<file path="config.mk">
export PLATFORM = sky130hd
export DESIGN_NAME = fetch_unit
export DESIGN_NICKNAME = d
export VERILOG_FILES = /design/src/rtl/fetch_unit.sv
export SDC_FILE = /design/constraint.sdc
export NUM_CORES = 1
export LEC_CHECK = 0
export BUFFER_PORTS_ARGS = -buffer_cell sky130_fd_sc_hd__buf_2
export CAP_MARGIN = 20
export CORE_ASPECT_RATIO = 0.9
export CORE_MARGIN = 8
export CORE_UTILIZATION = 25
export CTS_CLUSTER_SIZE = 20
export DETAILED_ROUTE_END_ITERATION = 8
export SLEW_MARGIN = 20
export SYNTH_ARGS = -nofsm -noshare
export SYNTH_HDL_FRONTEND = slang
export SYNTH_SLANG_ARGS = --single-unit
export TNS_END_PERCENT = 20
</file>
<file path="constraint.sdc">
create_clock -name clk -period 2.7 [get_ports clk]
set_clock_uncertainty 0.2 [all_clocks]
set_input_delay 0.135 -clock clk [delete_from_list [all_inputs] [get_ports clk]]
set_output_delay 0.135 -clock clk [all_outputs]
set_load 0.05 [all_outputs]
</file>
<file path="src/rtl/fetch_unit.sv">
// Instruction fetch front end: one-request-at-a-time fetch from instruction memory,
// a valid/ready hand-off to decode, and PC redirection for jumps, branches and halt.
module fetch_unit #(
  parameter logic [15:0] RESET_PC = 16'h0000
) (
  input  logic        clk,
  input  logic        rst_n,
  output logic        imem_req,
  output logic [15:0] imem_addr,
  input  logic        imem_rvalid,
  input  logic [15:0] imem_rdata,
  output logic        dec_valid,
  input  logic        dec_ready,
  output logic [15:0] dec_insn,
  output logic [15:0] dec_pc,
  input  logic        br_resolve,
  input  logic        br_taken,
  input  logic [15:0] br_target,
  output logic        halted,
  output logic [2:0]  dbg_state
);

  // Decode handshake: the word transfers on any rising edge where dec_valid && dec_ready;
  // dec_insn/dec_pc hold steady while dec_valid is high and dec_ready is low.

  typedef enum logic [2:0] {
    ST_FETCH   = 3'd0,
    ST_WAIT    = 3'd1,
    ST_ISSUE   = 3'd2,
    ST_BR_WAIT = 3'd3,
    ST_HALTED  = 3'd4
  } state_t;

  state_t      state, state_nxt;
  logic [15:0] pc, pc_nxt;
  logic [15:0] insn_q, ipc_q;
  logic        load_insn;
  logic [15:0] rel_off;

  assign rel_off = {{4{insn_q[11]}}, insn_q[11:0]};

  always_comb begin
    state_nxt = state;
    pc_nxt    = pc;
    load_insn = 1'b0;
    case (state)
      ST_FETCH: state_nxt = ST_WAIT;
      ST_WAIT: begin
        if (imem_rvalid) begin
          load_insn = 1'b1;
          state_nxt = ST_ISSUE;
        end
      end
      ST_ISSUE: begin
        if (dec_ready) begin
          if (insn_q == 16'h0000) begin
            state_nxt = ST_HALTED;
          end else if (insn_q[15:14] == 2'b01) begin
            if (insn_q[13]) begin
              state_nxt = ST_BR_WAIT;
            end else begin
              pc_nxt    = insn_q[12] ? (pc + rel_off) : {4'b0000, insn_q[11:0]};
              state_nxt = ST_FETCH;
            end
          end else begin
            pc_nxt    = pc + 16'd1;
            state_nxt = ST_FETCH;
          end
        end
      end
      ST_BR_WAIT: begin
        if (br_resolve) begin
          pc_nxt    = br_taken ? br_target : (pc + 16'd1);
          state_nxt = ST_FETCH;
        end
      end
      ST_HALTED: state_nxt = ST_HALTED;
      default:   state_nxt = ST_FETCH;
    endcase
  end

  always_ff @(posedge clk) begin
    if (!rst_n) begin
      state  <= ST_FETCH;
      pc     <= RESET_PC;
      insn_q <= 16'h0001;
      ipc_q  <= 16'h0000;
    end else begin
      state <= state_nxt;
      pc    <= pc_nxt;
      if (load_insn) begin
        insn_q <= imem_rdata;
        ipc_q  <= pc;
      end
    end
  end

  // Gating with rst_n keeps the request low while reset is held in the FETCH state.
  assign imem_req  = rst_n && (state == ST_FETCH);
  assign imem_addr = pc;
  assign dec_valid = (state == ST_ISSUE);
  assign dec_insn  = insn_q;
  assign dec_pc    = ipc_q;
  assign halted    = (state == ST_HALTED);
  assign dbg_state = state;

endmodule

</file>
==> results of run 1 <==
[logic make-up (layout without fill, tap and decap cells)]
group           after synthesis  in the layout
simple gates                185            185
compound gates              148            148
flops                        51             51
buf+inv                      41            164
xor+xnor                     22             22
fa+ha+maj                    17             17
mux                          11             11
[critical path, cell delays in order (launching register included)]
cell and delay, ps:
dfxtp_2 320, ha_1 230, fa_2 360, a21o_1 220
a311o_1 320, a41o_1 300, a41oi_2 200, xor2_1 170
o22ai_1 90
[registers in the layout (all words and copies together), names as in the netlist]
signal / flops
dbg_state: 3
dec_insn: 16
dec_pc: 16
imem_addr: 16
[power by group]
group,switching (mW),internal [mW],total (mW)
combinational,0.336,0.182,0.519
sequential,0.0337,0.780,0.814
clock,0.312,0.349,0.661
total,0.682,1.31,1.99
[metal layers]
metal / share of wire / vias to the layer above
met1: 0.47 / 1851
met4: 0.017 / 0
met3: 0.10 / 21
met2: 0.41 / 176
met5: 0 / -
li1: - / 1960
[what timing repair did]
item                                    CTS  global route
gates resized for setup                   0             1
endpoints found under the setup margin    0             2
hold endpoints to repair                 21             0
hold buffers                             20             0
[final timing paths]
check	slack (ps)	cells after the start	to
max	180	8	imem_addr[14]
min	30	2	dec_insn[0]
min reg2reg	250	2	dec_pc[2]
max reg2reg	180	8	imem_addr[14]
[synth_stat cells, types with 2 or more instances]
cell type,n
o211ai_1,6
nor2_1,19
mux2i_1,9
a21o_1,9
o22ai_1,3
nand2b_1,7
or3_1,3
xor2_1,10
nand3b_1,3
o31ai_1,4
a21oi_1,59
and3_1,2
a31o_2,2
o21ai_1,2
and2_1,5
nor2b_1,3
a31oi_1,7
a221oi_1,2
dfxtp_1,51
nor3b_1,2
nor4_1,7
clkbuf_1,22
o21a_1,2
nand2_1,99
nand4_1,2
buf_2,10
nand3_1,16
a211oi_1,6
xnor2_1,12
inv_1,6
o21ai_0,25
nor3_1,9
ha_1,16
[metrics by stage]
| step | cells | util | total power, mW | hold slack (ps) |
|---|---|---|---|---|
| 6_report | 791 | 0.341 | 1.99 | 30.6 |
| 5_1_grt | 791 | 0.341 | 2.09 | 44.6 |
| 4_1_cts | 791 | 0.341 | 2.01 | 19.0 |
| 3_5_place_dp | 763 | 0.316 | 1.32 | 155 |
| 3_3_place_gp | 763 | 0.316 | 1.33 | 163 |
| 2_1_floorplan | 475 | - | 1.15 | 59.2 |
[cell type report]
cell class	count	share of cell area
multi-input combinational	383	0.502
sequential	51	0.215
timing repair buffer	149	0.197
tap	193	0.0505
clock buffer	6	0.0270
inverter	7	0.00550
clock inverter	2	0.00366
==> flow_summary.json, run 1 <==
{
  "maxCapViolCount": 0,
  "busiest_layer": "met2",
  "met2_usage": 0.216,
  "grtUsageTotal": 0.149,
  "synth_top_family_by_area": "compound AO/OA/AOI/OAI gates",
  "status": "finished, final reports clean",
  "areaGrowthSynthToFinish_pct": 33.5,
  "start_util": 0.256,
  "layout_commonest_cell": "nand2_1",
  "rr_startpoint": "imem_addr[0]",
  "crit_type": "flop to flop",
  "synthArstFlopShare": 0,
  "drt_iter0_drc": 453,
  "synth_edf_count": 0,
  "synth_seq_area_share": 0.285,
  "min_path_type": "input pin to flop",
  "yosysWarnings": 0,
  "antennaDiodeCount": 0,
  "io_pins": 92,
  "dp_slack_ps": 62.9,
  "syn-num-nets": 530,
  "synth_top_area_cell": "dfxtp_1",
  "clockBufferDepth": 2,
  "synthCells": 475,
  "drive_gt1_frac": 0.269,
  "rows": 41,
  "place.gp.congestion": 0.935,
  "grt_use_met1": 0.206,
  "synthFlopType": "dfxtp_1",
  "antenna_found_initial": 0,
  "min-delay-start": "rst_n",
  "powerDensity_nw_per_um2": 417,
  "hpwlAfterDp_um": 10600,
  "netlist_area_um2": 3580,
  "htreeDepth": 2,
  "startpoint": "imem_addr[0]",
  "grt_use_met3": 0.0478,
  "final_cell_mix": "nand2_1, buf_2, a21oi_1",
  "slew_headroom": 0.536,
  "avgSynthCellArea_um2": 7.54,
  "core_um2": 14000,
  "cts_setup_buffers": 0,
  "cts_made_buffers": 5,
  "period_share": 0.935,
  "cp.arrival_ps": 2510,
  "first_pass_iters": 5,
  "crit_fanout": 3,
  "hold_violations": 0,
  "grt_pass1_vias": 3856,
  "crit_path_start_kind": "flop",
  "clkTransAtPathRegs_ps": 80,
  "yosysTopAreaCellShare": 0.285,
  "nFillCells": 1486,
  "multiInputGateArea_um2": 2400,
  "design_area_um2": 4780,
  "cts_root_buf": "clkbuf_16",
  "grt-ovfl-total": 0,
  "fp.dieH_um": 130,
  "via_count": 4008,
  "fin_nets": 652,
  "insertion_delay_ps": 300,
  "setup_viol": 0,
  "viasPerCell": 5.07,
  "max_clock_freq_mhz": 396,
  "synthMuxAreaShare": 0.0325,
  "grt_pass1_wl_um": 21500,
  "wire_per_inst_um": 17.6,
  "finalWorstSetupSlack_ps": 176,
  "synth_cell_types": 68,
  "synth_compound_area_frac": 0.270,
  "min_period_ps": 2520,
  "dieWidth_um": 142,
  "p_leak_nw": 2.07,
  "rsz0062_at_grt": "false",
  "yosys.area_share.simple": 0.249,
  "yosys.area_share.adder": 0.0615,
  "totalWireLength_um": 13900,
  "route.detailed.drc": 0,
  "design.die.area_um2": 18400,
  "synth_xor_area_frac": 0.0538,
  "cts_sinks": 51,
  "cp_data_required_time_ps": 2690,
  "io_buffers": 91,
  "place_area_um2": 4430,
  "ir_worst_vdd_uv": 249,
  "endpoint_kind": "flop",
  "ant_nets": 0,
  "tritoncts": "built",
  "ys_top_cells_by_area": "dfxtp_1, nand2_1, a21oi_1, ha_1, o21ai_0",
  "final.setup.tns_ps": 0,
  "layout.area.seq_um2": 1030,
  "grt_start_max_net_pins": 33,
  "ys_seq_elements": 51,
  "drv_slew": 0,
  "worstMarginPinSlew_ps": 696
}
Note: power is estimated with default switching activity, not from simulation.
==> run 2: changes to the inputs <==
--- a/config.mk
+++ b/config.mk
@@ -5,6 +5,7 @@
 export SDC_FILE = /design/constraint.sdc
 export NUM_CORES = 1
 export LEC_CHECK = 0
+export ABC_AREA = 1
 export BUFFER_PORTS_ARGS = -buffer_cell sky130_fd_sc_hd__buf_2
 export CAP_MARGIN = 20
 export CORE_ASPECT_RATIO = 0.9
==> flow_summary.json, run 2 <==
{
  "status": "finished, final reports clean",
  "yosysTopAreaCellShare": 0.270,
  "fin_nets": 794,
  "clockBufferDepth": 2,
  "dp_slack_ps": 478,
  "crit_top_cell": "nand3_1",
  "min_path_type": "input pin to flop",
  "via_count": 4311,
  "tritoncts": "built",
  "r2r_end": "imem_addr[7]",
  "yosysWarnings": 0,
  "crit_fanout": 7,
  "netlist_area_um2": 3780,
  "yosysMostFrequentCell": "nand2_1",
  "drive_gt1_frac": 0.192,
  "insertion_delay_ps": 290,
  "antenna_found_initial": 0,
  "hold_end": "dbg_state[1]",
  "worstMarginPinSlew_ps": 649,
  "layout_commonest_cell": "nand2_1",
  "place.gp.congestion": 0.839,
  "setup_viol": 0,
  "nFillCells": 1611,
  "hpwlAfterDp_um": 10400,
  "areaGrowthSynthToFinish_pct": 28.3,
  "design.die.area_um2": 19300,
  "fp.dieH_um": 133,
  "ant_nets": 0,
  "grt_start_max_net_pins": 47,
  "final.setup.tns_ps": 0,
  "synthFlopType": "dfxtp_1",
  "min-delay-start": "dec_ready",
  "crit_type": "flop to flop",
  "worstPathCellList": "ha_1 -> or2_2 -> nand3_1 -> nand2_1 -> or2_2 -> nand3_1 -> nand3_1 -> nand2_1 -> a21oi_1",
  "cts_resized": 0,
  "syn-num-nets": 685,
  "dp_cells": 911,
  "route.detailed.drc": 0,
  "grt_pass1_wl_um": 21800,
  "max_clock_freq_mhz": 448,
  "grt_pass1_vias": 4114,
  "totalWireLength_um": 13400,
  "io_buffers": 91,
  "drt_iter0_drc": 255,
  "start_util": 0.256,
  "final_cell_mix": "nand2_1, buf_2, nor2_1",
  "place_area_um2": 4490,
  "ir_worst_vdd_uv": 397,
  "avgSynthCellArea_um2": 6.00,
  "r2r_slack_ps": 470,
  "grtUsageTotal": 0.137,
  "synthArstFlopShare": 0,
  "grt-ovfl-total": 0,
  "htreeDepth": 2,
  "endpoint_kind": "flop",
  "min_period_ps": 2230,
  "multiInputGateArea_um2": 2350,
  "viasPerCell": 4.60,
  "cts_made_buffers": 5,
  "drv_slew": 0,
  "rr_startpoint": "imem_addr[2]",
  "cts_sinks": 51,
  "rows": 42,
  "cts_setup_buffers": 0,
  "crit_path_start_kind": "flop",
  "antennaDiodeCount": 0,
  "finalWorstSetupSlack_ps": 467,
  "rsz0062_at_grt": "false",
  "powerDensity_nw_per_um2": 1000,
  "clkTransAtPathRegs_ps": 70,
  "worstRegToRegCells": 9,
  "wire_per_inst_um": 14.3,
  "synth_common_cells": "nand2_1, nor2_1, inv_1",
  "cpPeakStageDelay_ps": 480,
  "period_share": 0.827,
  "slew_headroom": 0.567,
  "maxCapViolCount": 0,
  "synthCells": 630,
  "holdPathStages": 4,
  "synth_edf_count": 0,
  "io_pins": 92,
  "hold_violations": 0,
  "p_leak_nw": 2.55,
  "cp_data_required_time_ps": 2680,
  "ys_seq_elements": 51,
  "power.total_mw": 4.87,
  "synth_seq_area_share": 0.270,
  "cts_root_buf": "clkbuf_16",
  "design_area_um2": 4850,
  "fin_cells": 938,
  "ys_top_cells_by_area": "dfxtp_1, nand2_1, a21oi_1, nor2_1, inv_1",
  "first_pass_iters": 6,
  "core_um2": 14800,
  "cp.arrival_ps": 2220,
  "dieWidth_um": 146,
  "synth_cell_types": 40,
  "synth_top_area_cell": "dfxtp_1",
  "crit_slowest_cell": "dfxtp_1",
  "layout.area.seq_um2": 1020
}
==> run 2: cell count changes after synthesis, sizes merged, moves of 8 or more <==
cell / delta
nand2: +75
inv: +72
nor2: +64
o21ai: +34
nand3: +25
xnor2: -11
a21o: -9
mux2i: -9
a31oi: -8
==> run 2: what timing repair did <==
item / 4_1_cts / 5_1_grt
endpoints found under the setup margin: 0 / 0
hold endpoints to repair: 20 / 0
hold buffers: 18 / 0
==> run 2: final cells by class <==
class,instances,area share
Multi-Input combinational cell,477,0.485
Sequential cell,51,0.210
Timing Repair Buffer,124,0.158
Inverter,80,0.0624
Tap cell,198,0.0511
Clock buffer,8,0.0322
==> run 2: critical path, delay by kind of cell, from the launching register on <==
| kind | cells | cell delay [ps] |
|---|---|---|
| flip-flops | 1 | 480 |
| adder cells (fa/ha/maj) | 1 | 300 |
| AND/OR/NAND/NOR | 7 | 1070 |
| AO/OA/AOI/OAI | 1 | 70 |
==> run 2: logic make-up after synthesis <==
logic type / after synthesis / synth area share
xor+xnor: 7 / 0.0162
flops: 51 / 0.270
simple gates: 322 / 0.365
buf+inv: 102 / 0.107
fa+ha+maj: 17 / 0.0583
compound gates: 131 / 0.183
==> run 2: worst max path at each step <==
| stage | cells past startpoint | endpoint | slack (ps) | start |
|---|---|---|---|---|
| 2_1_floorplan | 9 | imem_addr[7] | 390 | imem_addr[2] |
| 4_1_cts | 9 | imem_addr[7] | 470 | imem_addr[2] |
| 5_1_grt | 13 | imem_addr[8] | 290 | imem_addr[0] |
| 3_3_place_gp | 9 | imem_addr[7] | 470 | imem_addr[2] |
| 3_5_place_dp | 9 | imem_addr[7] | 480 | imem_addr[2] |
| 6_report | 9 | imem_addr[7] | 470 | imem_addr[2] |
==> run 2: metrics by stage <==
| stage | hold slack [ps] | utilization |
|---|---|---|
| after floorplan | 62.1 | - |
| after global routing | 35.2 | 0.329 |
| after CTS | 32.8 | 0.327 |
| final | 28.6 | 0.329 |
| after global placement | 155 | 0.304 |
| after detailed placement | 157 | 0.304 |
==> run 2: power by group <==
| group | internal [mW] | switching [mW] |
|---|---|---|
| registers | 0.979 | 0.255 |
| clock network | 0.396 | 0.299 |
| logic | 0.847 | 2.10 |
| total | 2.22 | 2.65 |
==> run 2: routing by layer <==
metal	vias up	share of wire	GRT usage
met5	-	0	0
met4	0	0.0098	0.0295
met3	12	0.047	0.0252
met2	116	0.44	0.220
met1	1928	0.50	0.186
li1	2255	-	-
